==> src/rtl/imem_pkg.sv <==
// Shared types and constants for the instruction-memory load arbiter.
package imem_pkg;

    typedef enum logic [1:0] {
        LOAD,
        FILL,
        RUN,
        DRAIN
    } imem_state_e;

    localparam logic [31:0] INST_NOP = 32'h0000_0000;

endpackage

==> src/rtl/imem_fetch_path.sv <==
// Fetch return path: turns a grant into fetch_valid one cycle later and
// substitutes a NOP when the granted PC did not touch the RAM.
module imem_fetch_path
    import imem_pkg::*;
(
    input  logic        clk,
    input  logic        rst_n,
    input  logic        gnt,
    input  logic        pc_ok,
    input  logic [31:0] mem_rdata,
    output logic        fetch_valid,
    output logic [31:0] fetch_inst
);

    logic valid_q;
    logic from_ram_q;

    // NOTE: state is updated with non-blocking assignments so every flop
    // samples the pre-edge value, independent of statement order.
    always_ff @(posedge clk or negedge rst_n) begin
        if (!rst_n) begin
            valid_q    <= 1'b0;
            from_ram_q <= 1'b0;
        end else begin
            valid_q    <= gnt;
            from_ram_q <= gnt & pc_ok;
        end
    end

    // RAM data arrives in the cycle after the read, so it is muxed, not registered.
    assign fetch_valid = valid_q;
    assign fetch_inst  = from_ram_q ? mem_rdata : INST_NOP;

endmodule

==> src/rtl/imem_load_arbiter.sv <==
// Single-port instruction RAM owner: loads a program image, zero-fills the
// remainder, then serves IF-stage fetches until a reload is requested.
module imem_load_arbiter
    import imem_pkg::*;
#(
    parameter  int NUM_INST = 128,
    localparam int ADDR_W   = $clog2(NUM_INST)
) (
    input  logic              clk,
    input  logic              rst_n,
    input  logic              load_start,
    input  logic              ld_valid,
    output logic              ld_ready,
    input  logic [31:0]       ld_data,
    input  logic              ld_last,
    input  logic              fetch_req,
    input  logic [31:0]       fetch_pc,
    output logic              fetch_gnt,
    output logic              fetch_valid,
    output logic [31:0]       fetch_inst,
    output logic              cpu_run,
    output logic              load_err,
    output logic              mem_en,
    output logic              mem_we,
    output logic [ADDR_W-1:0] mem_addr,
    output logic [31:0]       mem_wdata,
    input  logic [31:0]       mem_rdata
);

    localparam logic [ADDR_W-1:0] LAST_ADDR = ADDR_W'(NUM_INST - 1);

    imem_state_e       state_q, state_d;
    logic [ADDR_W-1:0] cnt_q, cnt_d;
    logic              load_err_q, load_err_d;
    logic              ld_ready_q;
    logic              ld_fire;
    logic              pc_ok;

    assign ld_fire = ld_valid & ld_ready_q & (state_q == LOAD);

    // Word-aligned and inside the RAM; anything else returns a NOP.
    assign pc_ok = (fetch_pc[1:0] == 2'b00) && (fetch_pc[31:ADDR_W+2] == '0);

    // NOTE: every signal driven here gets a default first, so no path can
    // leave one unassigned and infer a latch.
    always_comb begin
        state_d    = state_q;
        cnt_d      = cnt_q;
        load_err_d = load_err_q;
        mem_en     = 1'b0;
        mem_we     = 1'b0;
        mem_addr   = '0;
        mem_wdata  = INST_NOP;
        fetch_gnt  = 1'b0;

        unique case (state_q)
            LOAD: begin
                if (ld_fire) begin
                    mem_en    = 1'b1;
                    mem_we    = 1'b1;
                    mem_addr  = cnt_q;
                    mem_wdata = ld_data;
                    cnt_d     = cnt_q + 1'b1;
                    if (cnt_q == LAST_ADDR) begin
                        state_d = RUN;
                        if (!ld_last) load_err_d = 1'b1;
                    end else if (ld_last) begin
                        state_d = FILL;
                    end
                end
            end
            FILL: begin
                mem_en   = 1'b1;
                mem_we   = 1'b1;
                mem_addr = cnt_q;
                cnt_d    = cnt_q + 1'b1;
                if (cnt_q == LAST_ADDR) state_d = RUN;
            end
            RUN: begin
                fetch_gnt = fetch_req;
                if (fetch_req && pc_ok) begin
                    mem_en   = 1'b1;
                    mem_addr = fetch_pc[ADDR_W+1:2];
                end
                if (load_start) state_d = DRAIN;
            end
            DRAIN: begin
                state_d    = LOAD;
                cnt_d      = '0;
                load_err_d = 1'b0;
            end
            default: state_d = LOAD;
        endcase
    end

    // ld_ready is registered from the next state so it stays low while in reset.
    always_ff @(posedge clk or negedge rst_n) begin
        if (!rst_n) begin
            state_q    <= LOAD;
            cnt_q      <= '0;
            load_err_q <= 1'b0;
            ld_ready_q <= 1'b0;
        end else begin
            state_q    <= state_d;
            cnt_q      <= cnt_d;
            load_err_q <= load_err_d;
            ld_ready_q <= (state_d == LOAD);
        end
    end

    assign ld_ready = ld_ready_q;
    assign cpu_run  = (state_q == RUN);
    assign load_err = load_err_q;

    imem_fetch_path u_fetch_path (
        .clk         (clk),
        .rst_n       (rst_n),
        .gnt         (fetch_gnt),
        .pc_ok       (pc_ok),
        .mem_rdata   (mem_rdata),
        .fetch_valid (fetch_valid),
        .fetch_inst  (fetch_inst)
    );

endmodule

==> config.mk <==
export PLATFORM = sky130hd
export DESIGN_NAME = imem_load_arbiter
export DESIGN_NICKNAME = d
export VERILOG_FILES = /design/src/rtl/imem_pkg.sv /design/src/rtl/imem_fetch_path.sv /design/src/rtl/imem_load_arbiter.sv
export SDC_FILE = /design/constraint.sdc
export NUM_CORES = 1
export LEC_CHECK = 0
export CAP_MARGIN = 20
export CORE_MARGIN = 2
export CORE_UTILIZATION = 26
export CTS_CLUSTER_DIAMETER = 200
export CTS_CLUSTER_SIZE = 40
export DETAILED_ROUTE_END_ITERATION = 8
export PLACE_DENSITY = 0.92
export SYNTH_ARGS = -nofsm -noshare
export SYNTH_HDL_FRONTEND = slang
export SYNTH_SLANG_ARGS = --single-unit
==> constraint.sdc <==
create_clock -name clk -period 1.42 [get_ports clk]
set_input_delay 0.142 -clock clk [delete_from_list [all_inputs] [get_ports clk]]
set_output_delay 0.142 -clock clk [all_outputs]
set_load 0.01 [all_outputs]
==> run_results.csv, run 1 <==
group,metric,value,unit
run_status,status,"finished with violations",
run_status,violations,"negative setup slack",
sta,relSlewSlack,76.59,%
sta,tns,-15.06,ns
floorplanning,coreArea,5140,um^2
critical_path,crit_chain,"buf_6 > nor4b_4 > nand4_4 > o32ai_2 > buf_2",
synthesis,ys_seq_area_share,23.26,%
grt,grt_overflow,0,
synthesis,synth_top_area_cell,"and2_1",
finish,final_common_cell,"clkdlybuf4s50_1",
synthesis,ys.warnings.count,0,
sta,layout_min_cycle_time,1.858,ns
finish,multi_input_area,1199,um^2
synthesis,synth.area.top_cells,"and2_1 29%, dfrtp_1 23%, nand2_1 4.8%",
floorplanning,dieWidth,77.35,um
critical_path,crit_buf_inv,2,
critical_path,ff2ff_setup_slack,-0.10,ns
finish,final_area,3761,um^2
finish,fin_nets,492,
floorplanning,initial_core_util,27.22,%
worst_hold_path,min_path_type,"in -> async",
power_and_ir_drop,peakVddDrop,0.6067,mV
finish,area_growth,168.9,%
critical_path,r2r_cells,8,
place,port_buffers,179,
finish,fill_cells,376,
sta,fin_crit_sh,130.8,%
cts,cts.clk_slew.worst_paths,0.06,ns
finish,drive_above_1_share,39.43,%
cts,cts_buffers,3,
sta,setup_viol,45,
sta,fmax,0.5383,GHz
sta,worst_slew_pin_slew,0.3483,ns
critical_path,path_max_fanout,6,
cts,cts_max_level,1,
finish,diodes,0,
flow_run,max_cap_violations,0,
drt,first_iter_violations,79,
synthesis,synth_edf_count,0,
synthesis,synthCells,174,
critical_path,crit_family,"simple AND/OR/NAND/NOR gates",
critical_path,rr_startpoint,"state_q[0]",
drt,num_vias,2212,
sta,setup_slack,-0.4376,ns
critical_path,reg2reg_to,"cnt_q[1]",
cts,cts_sinks,13,
synthesis,ys_types,38,
place,placed_cell_area,3425,um^2
critical_path,worst_setup_path_start_kind,"flip-flop",
critical_path,criticalPathCategory,"reg -> out",
cts,cts.path.max_buffers,2,
grt,grt_max_degree,18,
cts,ctsHoldBuffers,0,
synthesis,synth-seq-cells,13,
floorplanning,die_area,5983,um^2
drt,dr.pass1.iters,4,
synthesis,syn_area,1399,um^2
power_and_ir_drop,p_leak,0.001678,uW
synthesis,async_flop_share,100.0,%
grt,grt_pass1_wl,10900,um
floorplanning,fp-row-count,26,
drt,wl,7475,um
critical_path,cp_slowest_stage_delay,0.39,ns
floorplanning,die_y,77.35,um
synthesis,yosys_most_used_dff,"dfrtp_1",
sta,rsz0062_at_grt,"true",
place,hpwl,5670,um
sta,skew,0.001979,ns
synthesis,syn_avg_cell_area,8.039,um^2
finish,fin_cells,458,
finish,layout_common_cells,"102 x clkdlybuf4s50_1, 44 x and2_1, 38 x buf_6",
sta,hold_viol_final,0,
drt,drc,0,
critical_path,crit_arrival,1.72,ns
cts,clock_latency,0.25,ns
grt,grt_pass1_vias,2182,
synthesis,syn-num-nets,277,
synthesis,synthDominantCellAreaShare,29.07,%
sta,hold_ws,0.2025,ns
power_and_ir_drop,power.density,857.9,nW/um^2
critical_path,required,1.28,ns
place,placed_cells,436,
cts,cts.root.buffer_cell,"clkbuf_8",
power_and_ir_drop,total_power,3227,uW
cts,cts_tree,"built",
critical_path,end_kind,"primary output",
critical_path,cp_slowest_cell,"dfrtp_1",
floorplanning,io_pins,180,
drt,vias_per_cell,4.830,
grt,antenna_found_initial,0,
place,gp_congestion,0.8051,
sta,slew_viol_final,0,
finish,seq_area,326.6,um^2
drt,wire_per_inst,16.32,um
drt,ant_nets,0,
grt,grt_usage,22.65,%
## layout make-up
type / instances / share of cell area, %
timing repair buffer: 219 / 55.06
multi-input combinational: 144 / 31.87
sequential: 13 / 8.683
tap: 70 / 2.329
clock buffer: 4 / 1.198
inverter: 8 / 0.8649
## what timing repair did
item,CTS,global route
setup endpoints to repair,80,82
gates resized for setup,233,121
pin swaps,15,24
gates cloned,2,5
setup buffers,8,6
## how the worst max path moves through the flow
stage                  end  cells after the start  slack, ns    startpoint
3_3_place_gp   mem_addr[2]                      5      -0.75  fetch_pc[31]
5_1_grt        mem_addr[6]                      5      -0.52    state_q[0]
4_1_cts        mem_addr[5]                      5      -0.45    state_q[0]
2_1_floorplan  mem_addr[2]                      4      -0.07    state_q[0]
6_report       mem_addr[6]                      5      -0.44    state_q[0]
3_5_place_dp   mem_addr[5]                      5      -0.87  fetch_pc[20]
## synth_stat cells, drive strengths merged (3+ instances only)
| master | instances |
|---|---|
| mux2i | 4 |
| o32ai | 5 |
| inv | 8 |
| dfrtp | 13 |
| and2 | 65 |
| clkbuf | 5 |
| nor4b | 4 |
| buf | 4 |
| nor4 | 10 |
| nand4 | 4 |
| nor2 | 3 |
| nand3 | 7 |
| nand2 | 18 |
## per-stage QoR
stage          utilization [%]  setup slack, ns
2_1_floorplan                -         -0.07292
3_3_place_gp             66.63          -0.7471
3_5_place_dp             66.63          -0.8696
4_1_cts                  69.62          -0.4479
5_1_grt                  73.17          -0.5226
6_report                 73.17          -0.4376
## cells by family (layout without fill, tap and decap cells)
kind of cell             count (synthesis)  after routing  synth area share [%]
buffers and inverters                   17            231                 5.277
multiplexers                             4              4                 2.862
flip-flops                              13             13                 23.26
adder cells (fa/ha/maj)                  1              1                0.8943
AND/OR/NAND/NOR                        116            116                 54.29
AO/OA/AOI/OAI                           23             23                 13.42
## flip-flops by register name (all words and copies together), names as in the netlist
signal                    count
cnt_q                         7
ld_ready                      1
load_err                      1
state_q                       2
u_fetch_path.fetch_valid      1
u_fetch_path.from_ram_q       1
## routing by layer
metal	track usage (%)	share of wire [%]
met5	0	0
met3	4.535	8.2
met4	7.321	2.0
met2	44.96	55
met1	23.36	35
## worst register-to-register path, stage by stage, from the launching register on
cell	delay [ns]
dfrtp_1	0.39
buf_4	0.14
buf_6	0.12
a21oi_2	0.09
or2_4	0.17
inv_4	0.06
buf_4	0.13
buf_4	0.12
a32o_1	0.19
## power by group
| group | switching [uW] | internal (uW) | total [uW] |
|---|---|---|---|
| clock network | 138 | 199 | 337 |
| registers | 165 | 510 | 675 |
| logic | 958 | 1260 | 2210 |
| total | 1260 | 1960 | 3230 |
Note: power is estimated with default switching activity, not from simulation.
==> inputs of run 2 (changes only) <==
--- a/config.mk
+++ b/config.mk
@@ -6,12 +6,13 @@
 export NUM_CORES = 1
 export LEC_CHECK = 0
 export CAP_MARGIN = 20
-export CORE_MARGIN = 2
+export CORE_MARGIN = 1
 export CORE_UTILIZATION = 26
 export CTS_CLUSTER_DIAMETER = 200
 export CTS_CLUSTER_SIZE = 40
 export DETAILED_ROUTE_END_ITERATION = 8
 export PLACE_DENSITY = 0.92
+export REMOVE_ABC_BUFFERS = 1
 export SYNTH_ARGS = -nofsm -noshare
 export SYNTH_HDL_FRONTEND = slang
 export SYNTH_SLANG_ARGS = --single-unit
==> run 2 against run 1 <==
- largest cell class unchanged
- critical path depth unchanged
- non-clock buffer count up 3
- cell area up 1.1%
- register-to-register slack better by 0.08 ns
- sequential power up 3.6%
- the run still ends with negative setup slack left
- combinational power up 3%
- die area down 5.1%
==> run_results.csv, run 2 (same netlist as run 1, synthesis figures left out) <==
group,metric,value,unit
worst_hold_path,min_path_type,"in -> async",
critical_path,criticalPathCategory,"in -> out",
sta,setup_slack,-0.4544,ns
place,gp_congestion,0.8095,
finish,final_util,73.95,%
run_status,violations,"negative setup slack",
sta,skew,0.005688,ns
drt,wire_per_inst,18.46,um
drt,dr.pass1.iters,4,
place,placed_cells,437,
critical_path,required,1.28,ns
finish,reg_top3,"cnt_q (7), state_q (2)",
finish,area_growth,171.7,%
floorplanning,die_y,75.35,um
floorplanning,initial_core_util,27.22,%
finish,drive_above_1_share,47.31,%
sta,fin_crit_sh,132.0,%
flow_run,max_cap_violations,0,
grt,grt_usage,26.07,%
cts,cts.clk_slew.worst_paths,0.06,ns
critical_path,path_max_fanout,7,
grt,antenna_found_initial,1,
critical_path,crit_arrival,1.73,ns
grt,grt_overflow,0,
finish,final_common_cell,"clkdlybuf4s50_1",
power_and_ir_drop,total_power,3317,uW
power_and_ir_drop,peakVddDrop,0.6717,mV
cts,clock_latency,0.26,ns
sta,rsz0062_at_grt,"true",
sta,hold_viol_final,0,
finish,final_area,3801,um^2
cts,cts_tree,"built",
critical_path,cp_slowest_cell,"clkdlybuf4s50_1",
floorplanning,dieWidth,75.35,um
grt,grt_pass1_wl,10770,um
finish,layout_common_cells,"102 x clkdlybuf4s50_1, 42 x buf_6, 33 x and2_1",
finish,fin_nets,495,
finish,largest_reg_flops,7,
place,placed_cell_area,3432,um^2
sta,worst_slew_pin_slew,0.3712,ns
finish,top_register,"cnt_q",
drt,ant_nets,0,
sta,setup_viol,42,
critical_path,end_kind,"primary output",
floorplanning,coreArea,5140,um^2
sta,fmax,0.5335,GHz
drt,wl,8530,um
drt,num_vias,2289,
drt,vias_per_cell,4.955,
sta,tns,-13.80,ns
sta,relSlewSlack,75.05,%
cts,cts_max_level,1,
cts,cts_buffers,3,
cts,cts.root.buffer_cell,"clkbuf_8",
run_status,status,"finished with violations",
cts,cts.path.max_buffers,2,
place,port_buffers,179,
critical_path,crit_family,"simple AND/OR/NAND/NOR gates",
critical_path,crit_chain,"clkdlybuf4s50_1 > nor4_2 > nand4_4 > o32ai_2 > buf_2",
power_and_ir_drop,p_leak,0.001716,uW
sta,slew_viol_final,0,
grt,grt_pass1_vias,2207,
floorplanning,fp-row-count,26,
critical_path,cp_slowest_stage_delay,0.45,ns
cts,ctsHoldBuffers,0,
place,hpwl,6059,um
drt,drc,0,
critical_path,worst_setup_path_start_kind,"primary input",
finish,fin_cells,462,
floorplanning,die_area,5678,um^2
sta,layout_min_cycle_time,1.874,ns
cts,cts_sinks,13,
drt,first_iter_violations,56,
floorplanning,io_pins,180,
power_and_ir_drop,power.density,872.6,nW/um^2
grt,grt_max_degree,17,
critical_path,crit_buf_inv,2,
-- run 2: changes by cell type in the layout (fill, tap and decap cells not counted), sizes merged --
cell / previous run / this run
clkdlybuf4s15: 19 / 2
clkbuf: 19 / 33
buf: 81 / 86
clkinv: 0 / 1
clkinvlp: 0 / 1
diode: 0 / 1
dlygate4sd2: 2 / 1
dlymetal6s2s: 0 / 1
inv: 8 / 7
-- run 2: final cells by class --
| type | count | area (um^2) |
|---|---|---|
| Fill cell | 353 | 1339 |
| Timing Repair Buffer | 222 | 2107 |
| Antenna cell | 1 | 2.502 |
| Tap cell | 70 | 87.58 |
| Sequential cell | 13 | 327.8 |
| Clock inverter | 1 | 5.005 |
| Clock buffer | 3 | 41.29 |
| Inverter | 8 | 36.28 |
| Multi-Input combinational cell | 144 | 1194 |
-- run 2: worst register-to-register path: stages (launching register included) --
cell	delay (ns)
dfrtp_2	0.46
buf_6	0.15
a21oi_1	0.17
or2_4	0.19
inv_4	0.05
buf_4	0.13
a32o_1	0.19
-- run 2: worst paths after layout --
kind | startpoint | end | slack, ns | cells after the start
max in group asynchronous | rst_n | state_q[0] | 1.05 | 2
min in group clk | load_start | state_q[0] | 0.52 | 3
worst min register to register | load_err | load_err | 0.52 | 1
worst max-delay path | fetch_pc[12] | mem_addr[5] | -0.45 | 5
worst max register to register | state_q[0] | cnt_q[1] | -0.02 | 6
worst min-delay path | rst_n | cnt_q[1] | 0.19 | 2
-- run 2: timing repair --
item	CTS	global route
gates cloned	4	1
pin swaps	32	20
endpoints found under the setup margin	82	66
resized for setup	290	92
setup buffers	10	7
-- run 2: power by group --
group | leakage, uW | internal [uW] | total, uW | switching (uW)
sequential | 0.000156 | 512 | 699 | 187
combinational | 0.00153 | 1300 | 2270 | 967
clock | 0.0000255 | 195 | 351 | 156
total | 0.00172 | 2010 | 3320 | 1310
-- run 2: per-stage QoR --
stage | hold slack [ns] | setup WS [ns]
2_1_floorplan | -0.1536 | -0.2072
3_3_place_gp | 0.4629 | -0.7739
3_5_place_dp | 0.4757 | -0.8811
4_1_cts | 0.1997 | -0.4433
5_1_grt | 0.2108 | -0.5049
6_report | 0.1902 | -0.4544
-- run 2: routing by layer --
| layer | up-vias | GRT usage [%] | share of wire (%) |
|---|---|---|---|
| met2 | 150 | 56.15 | 57 |
| met4 | 0 | 9.465 | 2.7 |
| met3 | 21 | 4.365 | 8.4 |
| met1 | 1064 | 23.62 | 32 |
| met5 | - | 0 | 0 |
| li1 | 1054 | - | - |
==> inputs of run 3 (changes only) <==
--- a/config.mk
+++ b/config.mk
@@ -11,6 +11,7 @@
 export CTS_CLUSTER_DIAMETER = 200
 export CTS_CLUSTER_SIZE = 40
 export DETAILED_ROUTE_END_ITERATION = 8
+export GPL_ROUTABILITY_DRIVEN = 1
 export PLACE_DENSITY = 0.92
 export REMOVE_ABC_BUFFERS = 1
 export SYNTH_ARGS = -nofsm -noshare
==> results of run 3 <==
The final DEF is identical to that of run 2; final timing and power are the same.
